### config.mk
export PLATFORM = sky130hd
export DESIGN_NAME = apb_gpio_ctrl
export DESIGN_NICKNAME = d
export VERILOG_FILES = /design/src/rtl/apb_gpio_ctrl.sv
export SDC_FILE = /design/constraint.sdc
export NUM_CORES = 1
export LEC_CHECK = 0
export ABC_CLOCK_PERIOD_IN_PS = 1800
export CAP_MARGIN = 20
export CORE_MARGIN = 10
export CORE_UTILIZATION = 49
export DETAILED_ROUTE_END_ITERATION = 6
export PLACE_DENSITY = 0.77
export SLEW_MARGIN = 15
export SYNTH_ARGS = -nofsm -noshare
export SYNTH_HDL_FRONTEND = slang
export SYNTH_SLANG_ARGS = --single-unit
export TNS_END_PERCENT = 10
### constraint.sdc
create_clock -name PCLK -period 1.8 [get_ports PCLK]
set_input_delay 0.18 -clock PCLK [delete_from_list [all_inputs] [get_ports PCLK]]
set_output_delay 0.18 -clock PCLK [all_outputs]
set_load 0.01 [all_outputs]
### src/rtl/apb_gpio_ctrl.sv
// apb_gpio_ctrl
//   APB3 slave GPIO controller: per-pin direction, atomic set/clear of the
//   output register, synchronised inputs, per-pin rising/falling edge
//   interrupts with sticky write-1-to-clear status, optional wait states.
//
//   Bus handshake: a transfer is one setup cycle (PSEL=1, PENABLE=0) followed
//   by access cycles (PSEL=1, PENABLE=1). PREADY is high for exactly one
//   access cycle, after WAIT_STATES cycles with PREADY=0. The transfer
//   completes on the PCLK edge ending that cycle, which is also when writes
//   commit. Dropping PSEL before PREADY aborts the transfer without a commit.
//
// Ports
//   PCLK, PRESETn      clock (rising edge) / asynchronous active-low reset
//   PSEL, PENABLE      APB select / access phase
//   PWRITE             1 = write, 0 = read
//   PADDR[ADDR_W]      byte address
//   PWDATA[32]         write data
//   PRDATA[32]         read data, non-zero only in the PREADY cycle of a good read
//   PREADY, PSLVERR    transfer done / error response (only with PREADY)
//   gpio_in[N_GPIO]    asynchronous pad inputs
//   gpio_out[N_GPIO]   output values (DATA_OUT)
//   gpio_oe[N_GPIO]    output enables (DIR, 1 = drive)
//   irq                level interrupt, OR of IRQ_STATUS
//   dbg_state[2]       transfer FSM state
module apb_gpio_ctrl #(
    parameter int N_GPIO      = 32,
    parameter int ADDR_W      = 5,
    parameter int WAIT_STATES = 0
) (
    input  logic              PCLK,
    input  logic              PRESETn,
    input  logic              PSEL,
    input  logic              PENABLE,
    input  logic              PWRITE,
    input  logic [ADDR_W-1:0] PADDR,
    input  logic [31:0]       PWDATA,
    output logic [31:0]       PRDATA,
    output logic              PREADY,
    output logic              PSLVERR,
    input  logic [N_GPIO-1:0] gpio_in,
    output logic [N_GPIO-1:0] gpio_out,
    output logic [N_GPIO-1:0] gpio_oe,
    output logic              irq,
    output logic [1:0]        dbg_state
);

    // IDLE covers both the idle and the setup bus phase; seeing a setup
    // phase in IDLE arms ACCESS for the following cycle.
    localparam logic [1:0] ST_IDLE   = 2'd0;
    localparam logic [1:0] ST_ACCESS = 2'd1;

    localparam logic [2:0] REG_DATA_OUT = 3'd0;
    localparam logic [2:0] REG_DIR      = 3'd1;
    localparam logic [2:0] REG_DATA_IN  = 3'd2;
    localparam logic [2:0] REG_RISE_EN  = 3'd3;
    localparam logic [2:0] REG_FALL_EN  = 3'd4;
    localparam logic [2:0] REG_IRQ_STAT = 3'd5;
    localparam logic [2:0] REG_OUT_SET  = 3'd6;
    localparam logic [2:0] REG_OUT_CLR  = 3'd7;

    localparam logic [3:0] WS = 4'(WAIT_STATES);

    logic [1:0]        state;
    logic [3:0]        wait_cnt;
    logic              ready;
    logic [31:0]       addr_ext;
    logic [2:0]        reg_idx;
    logic              addr_err;
    logic              wr_en;
    logic [N_GPIO-1:0] wdata_n;
    logic [31:0]       unused_wdata;

    logic [N_GPIO-1:0] data_out;
    logic [N_GPIO-1:0] dir;
    logic [N_GPIO-1:0] rise_en;
    logic [N_GPIO-1:0] fall_en;
    logic [N_GPIO-1:0] irq_status;
    logic [N_GPIO-1:0] s1, s2, s3;
    logic [N_GPIO-1:0] evt;
    logic [N_GPIO-1:0] w1c_mask;
    logic [31:0]       rd_word;

    // Zero-extended address so the out-of-range test works for any ADDR_W.
    assign addr_ext     = 32'(PADDR);
    assign reg_idx      = addr_ext[4:2];
    assign addr_err     = (addr_ext[1:0] != 2'b00) || (addr_ext >= 32'h20);
    assign wdata_n      = PWDATA[N_GPIO-1:0];
    assign unused_wdata = PWDATA;

    assign ready   = (state == ST_ACCESS) && PSEL && PENABLE && (wait_cnt == WS);
    assign wr_en   = ready && PWRITE && !addr_err;

    assign PREADY  = ready;
    assign PSLVERR = ready && addr_err;
    assign PRDATA  = (ready && !PWRITE && !addr_err) ? rd_word : 32'h0;

    assign gpio_out  = data_out;
    assign gpio_oe   = dir;
    assign irq       = |irq_status;
    assign dbg_state = state;

    // Edge detect compares the synchronised value with its one-cycle history.
    assign evt      = (s2 & ~s3 & rise_en) | (~s2 & s3 & fall_en);
    assign w1c_mask = (wr_en && reg_idx == REG_IRQ_STAT) ? wdata_n : '0;

    always_comb begin
        rd_word = '0;
        case (reg_idx)
            REG_DATA_OUT: rd_word[N_GPIO-1:0] = data_out;
            REG_DIR:      rd_word[N_GPIO-1:0] = dir;
            REG_DATA_IN:  rd_word[N_GPIO-1:0] = s2;
            REG_RISE_EN:  rd_word[N_GPIO-1:0] = rise_en;
            REG_FALL_EN:  rd_word[N_GPIO-1:0] = fall_en;
            REG_IRQ_STAT: rd_word[N_GPIO-1:0] = irq_status;
            default:      rd_word = '0;
        endcase
    end

    // Transfer FSM and wait-state counter.
    always_ff @(posedge PCLK or negedge PRESETn) begin
        if (!PRESETn) begin
            state    <= ST_IDLE;
            wait_cnt <= 4'd0;
        end else begin
            case (state)
                ST_IDLE: begin
                    wait_cnt <= 4'd0;
                    if (PSEL && !PENABLE) begin
                        state <= ST_ACCESS;
                    end
                end
                ST_ACCESS: begin
                    if (!PSEL || ready) begin
                        state    <= ST_IDLE;
                        wait_cnt <= 4'd0;
                    end else begin
                        wait_cnt <= wait_cnt + 4'd1;
                    end
                end
                default: begin
                    state    <= ST_IDLE;
                    wait_cnt <= 4'd0;
                end
            endcase
        end
    end

    // Register file, input synchroniser and interrupt status.
    always_ff @(posedge PCLK or negedge PRESETn) begin
        if (!PRESETn) begin
            data_out   <= '0;
            dir        <= '0;
            rise_en    <= '0;
            fall_en    <= '0;
            irq_status <= '0;
            s1         <= '0;
            s2         <= '0;
            s3         <= '0;
        end else begin
            s1 <= gpio_in;
            s2 <= s1;
            s3 <= s2;
            // A new event wins over a simultaneous write-1-to-clear.
            irq_status <= (irq_status & ~w1c_mask) | evt;
            if (wr_en) begin
                case (reg_idx)
                    REG_DATA_OUT: data_out <= wdata_n;
                    REG_DIR:      dir      <= wdata_n;
                    REG_RISE_EN:  rise_en  <= wdata_n;
                    REG_FALL_EN:  fall_en  <= wdata_n;
                    REG_OUT_SET:  data_out <= data_out | wdata_n;
                    REG_OUT_CLR:  data_out <= data_out & ~wdata_n;
                    default: ;
                endcase
            end
        end
    end

endmodule

# After elaboration in Yosys (flattened, before gate mapping)
# Cells that the tools add are included.
# op_classes
n_addsub,1
n_lt_le_gt_ge,1
eq_ne,10
mux,9
n_bitwise,13
n_reduce_logical,27
# op_table
op,count
$and 32x32->32,6
$pmux 32 s6,1
$not 32->32,4
$or 32x32->32,3
$pmux 32 s3,1
$mux 32,2
$reduce_or 32->1,1
$eq 3x3->1 const B,4
$logic_and 1x1->1,10
$reduce_and 2->1,5
$mux 4,2
$eq 3x2->1 const B,2
$ge 5x6->1 const B,1
$add 4x1->4 const B,1
$logic_not 1->1,4
$logic_not 4->1,1
$mux 2,2
$pmux 2 s2,1
$eq 3x1->1 const B,1
$logic_not 3->1,1
$reduce_bool 3->1,1
$eq 2x1->1 const B,1
$logic_not 2->1,1
$logic_or 1x1->1,2
other kinds (3),3
# totals
register_bits,262
input_bits,74
out_inout_bits,101

# Depth between registers and ports, before layout
# depth
word_depth,11
depth_mapped,8
ltp_nobuf,7

# Worst setup path after synthesis
# Ideal clock, no wire load.
# synth_path
path_type,reg-to-output
startpoint,register wait_cnt[0]
endpoint,output PRDATA[30]
t_arrival_ns,1.987
path_slack_ns,-0.367
path_stages_with_launch,9
cell_sequence,dfrtp_1 > inv_1 > ha_1 > nand4b_2 > or2_2 > inv_1 > nand3b_1 > clkbuf_1 > nor3_1
# synth_via
elab_chain_cells,5
# synth_lines
element,line_no,source
"start, declared",64,logic [3:0] wait_cnt;
"start signal, assigned",137,wait_cnt <= wait_cnt + 4'd1;
$logic_not 4->1,90,assign ready = (state == ST_ACCESS) && PSEL && PENABLE && (wait_cnt == WS);
$logic_and 1x1->1,90,
named net PREADY,38,"output logic PREADY,"
$logic_and 1x1->1 (2 in a row),95,assign PRDATA = (ready && !PWRITE && !addr_err) ? rd_word : 32'h0;
$mux 32,95,
"end, declared",37,"output logic [31:0] PRDATA,"
# The timed path passes the listed nets, and every way through them passes these cells.

# Worst setup path after layout
# layout_path
startpoint,register wait_cnt[1]
endpoint,output PRDATA[21]
# layout_via
elab_chain_cells,5
# layout_lines
element,line_no
$logic_not 4->1,90
$logic_and 1x1->1,90
$logic_and 1x1->1 (2 in a row),95
$mux 32,95
# Every way passes these cells.

==> reports/results.txt <==
clk sinks - 261
io pins - 175
post-synthesis cell count - 972
Post-Syn Area per Cell - 12.30 sq um
clk buf depth - 3
Die ar. - 31040 sq um
via count - 9701
FP Rows - 57
Mapped Area - 11950 sq um
Metal-1 WL - 15690 um
Final Hold Viols - 0
failing checks - setup timing
CTS buffer count - 27
final setup fails - 195
sequential-to-total area share from yosys stat - 54.65%
P per Cell Area - 870.2 nW/um^2
Leak - 7.856 nW
clock skew - 0.01275 ns
iteration-0 DRC count of the detailed router - 1124
WL final - 37780 um
Hold/Removal Path Class - in -> reg
total core area - 24180 sq um
CTS tree - yes
total track usage - 23.48%
met3 wire len - 3137 um
vias in the first global route - 10.26k
fmax - 405.7 MHz
synthesized flop and latch total - 261
CP arrival - 2.28 ns
Worst setup SP type - register
clk slew on worst S/H paths - 0.07 ns
H-tree Lvls - 1
highest routed layer - met4
fin worst setup slack - -0.6648 ns
outcome - complete, but fails checks
share of cells above drive strength 1 - 34.90%
RSZ-0062 raised after global routing - true
post-route cell area - 16620 sq um
critical path capture point type - primary output
Max Slew Vio Count - 0
total grt overflow - 0
Area after DPL - 15380 sq um
Design Power - 0.01446 W
largest net degree at the start of global routing - 66
P&R area growth vs syn - 39.06%
number of max-cap violations - 0
wire per inst - 23.22 um
unique cell type count in the Yosys netlist - 54
drt via density - 5.963
TritonRoute pass-1 iters - 6
Worst slew margin - 62.26%
kind of critical path - reg -> out
worst IR drop on VDD - 621.0 uV
Initial Utilization - 49.43%
Critical Path Fanout Max - 11
Die W - 176.2 um
Root Buffer - clkbuf_16
Post-Syn Nets - 1048
CP required - 1.62 ns
HPWL after DPL - 25000 um
I/O Buffers - 173
GPL Wtd Cong - 0.8312
met2 wire len - 17850 um
worst skew pair latency - 0.54 ns
nets - 1357
first-pass GRT wire length - 58310 um
Die Height - 176.2 um
synth warn - 0
initial antenna violation count - 2
number of remaining DRC errors - 0
min Tclk post-route - 2.465 ns
period utilization - 136.9%
Worst-Margin Slew - 0.5661 ns
DRT antenna net count - 0
logic make-up after synthesis:
kind of cell             synth area share [%]
multiplexers                            16.56
adder cells (fa/ha/maj)                0.2093
other                                 0.03138
flip-flops                              54.65
AND/OR/NAND/NOR                         10.63
AO/OA/AOI/OAI                           14.56
XOR/XNOR                               0.1466
buffers and inverters                   3.214
layout by cell type, fill, tap and decap left out, types with 30 or more instances in the layout:
cell type        instances
a211oi_1                30
a21o_1                  32
a22oi_1                 35
a31oi_1                 31
and3_1                  31
buf_4                  142
clkdlybuf4s50_1        127
dfrtp_1                261
mux2_2                  73
mux2_4                  59
nand2_1                 65
nand3b_1                33
nor2_1                  33
o21ai_0                 32
o2bb2ai_1               42
area by class of cell:
| cell class | count | area (sq um) |
|---|---|---|
| clock inverter | 11 | 155.1 |
| timing repair buffer | 349 | 3339 |
| fill | 1697 | 7557 |
| tap | 324 | 405.4 |
| inverter | 7 | 26.28 |
| multi-input combinational | 635 | 5410 |
| clock buffer | 38 | 747.0 |
| sequential | 261 | 6531 |
| antenna | 2 | 5.005 |
report_power, final:
group | internal, W | total (W) | switching, W
sequential | 0.00629 | 0.00663 | 0.000339
combinational | 0.00118 | 0.00210 | 0.000927
clock | 0.00345 | 0.00573 | 0.00228
Yosys cell counts, drive strengths merged:
library cell    n  share of area, %
nand3b         33               2.1
nor4            9              0.52
nor2           70               2.3
a222oi          5              0.42
nand4           4              0.46
inv             7              0.22
nor3            3              0.13
and3b           1             0.073
a2bb2oi         5              0.37
dfrtp         261                55
nand4b          2              0.32
clkbuf         34               1.1
a221oi          6              0.44
o2bb2a          1             0.084
o21ai          32               1.3
nand3           2             0.084
conb            1             0.031
a21oi           1             0.042
or4b            2              0.20
nand2          65               2.0
buf            35               1.9
o22a           11              0.81
xnor2           1             0.073
mux2          142                14
nand2b          2              0.10
nor4bb          1             0.084
or2             2              0.10
a31oi          31               1.6
nand4bb         1             0.094
and3           31               1.6
a211oi         32               2.0
a41oi           1             0.073
mux2i          11              0.92
o2bb2ai        43               3.2
a21o           32               2.0
nor3b           1             0.063
or3             1             0.052
and2            1             0.052
mux4            7               1.3
xor2            1             0.073
ha              2              0.21
nor2b           4              0.21
a22oi          35               2.2
sequential cells by signal (all words and copies together) (netlist names):
| signal | cells |
|---|---|
| irq_status | 32 |
| s1 | 32 |
| fall_en | 32 |
| gpio_out | 32 |
| rise_en | 32 |
| wait_cnt | 4 |
| gpio_oe | 32 |
| dbg_state | 1 |
| s2 | 32 |
| s3 | 32 |
timing repair:
action / in CTS / in global routing
setup endpoints to repair: 199 / 197
pin swaps: 23 / 14
hold buffers: 1 / 0
buffers inserted: 3 / 2
hold endpoints to repair: 57 / 0
resized for setup: 188 / 40
cloned: 2 / 1
critical path, cell delays in order, from the launching register on:
cell and delay [ns]:
dfrtp_1 0.40, inv_2 0.08, ha_4 0.14, nand4b_4 0.09
or2_4 0.25, inv_2 0.05, nand3b_1 0.13, buf_6 0.19
buf_12 0.15, nor2_2 0.12, buf_2 0.14
routing by layer:
layer	track usage (%)	up-vias
li1	-	4249
met1	31.14	4894
met2	37.64	466
met3	4.977	92
met4	7.877	0
met5	0	-
path summary, 6_finish.rpt:
check | start | end | slack [ns] | cells after the start
max | wait_cnt[1] | PRDATA[21] | -0.66 | 10
min | gpio_in[21] | s1[21] | 0.08 | 1
max reg2reg | wait_cnt[3] | gpio_oe[24] | -0.25 | 6
min reg2reg | s1[10] | s2[10] | 0.35 | 0
max in group asynchronous | PRESETn | s3[6] | 0.91 | 3
min in group asynchronous | PRESETn | s2[23] | 0.21 | 2
stage by stage:
step	cells	util (%)	setup slack, ns	TNS (ns)	hold slack [ns]
final	1627	68.74	-0.6648	-49.80	0.08245
after global routing	1626	68.73	-0.7390	-61.47	0.06921
after CTS	1622	67.81	-0.6696	-49.28	0.06386
after detailed placement	1567	63.63	-0.6790	-78.11	0.1869
after global placement	1567	63.63	-0.6014	-70.63	0.1884
after floorplan	972	-	-0.06705	-6.158	-0.1156
Power figures use the tool's default switching activity.
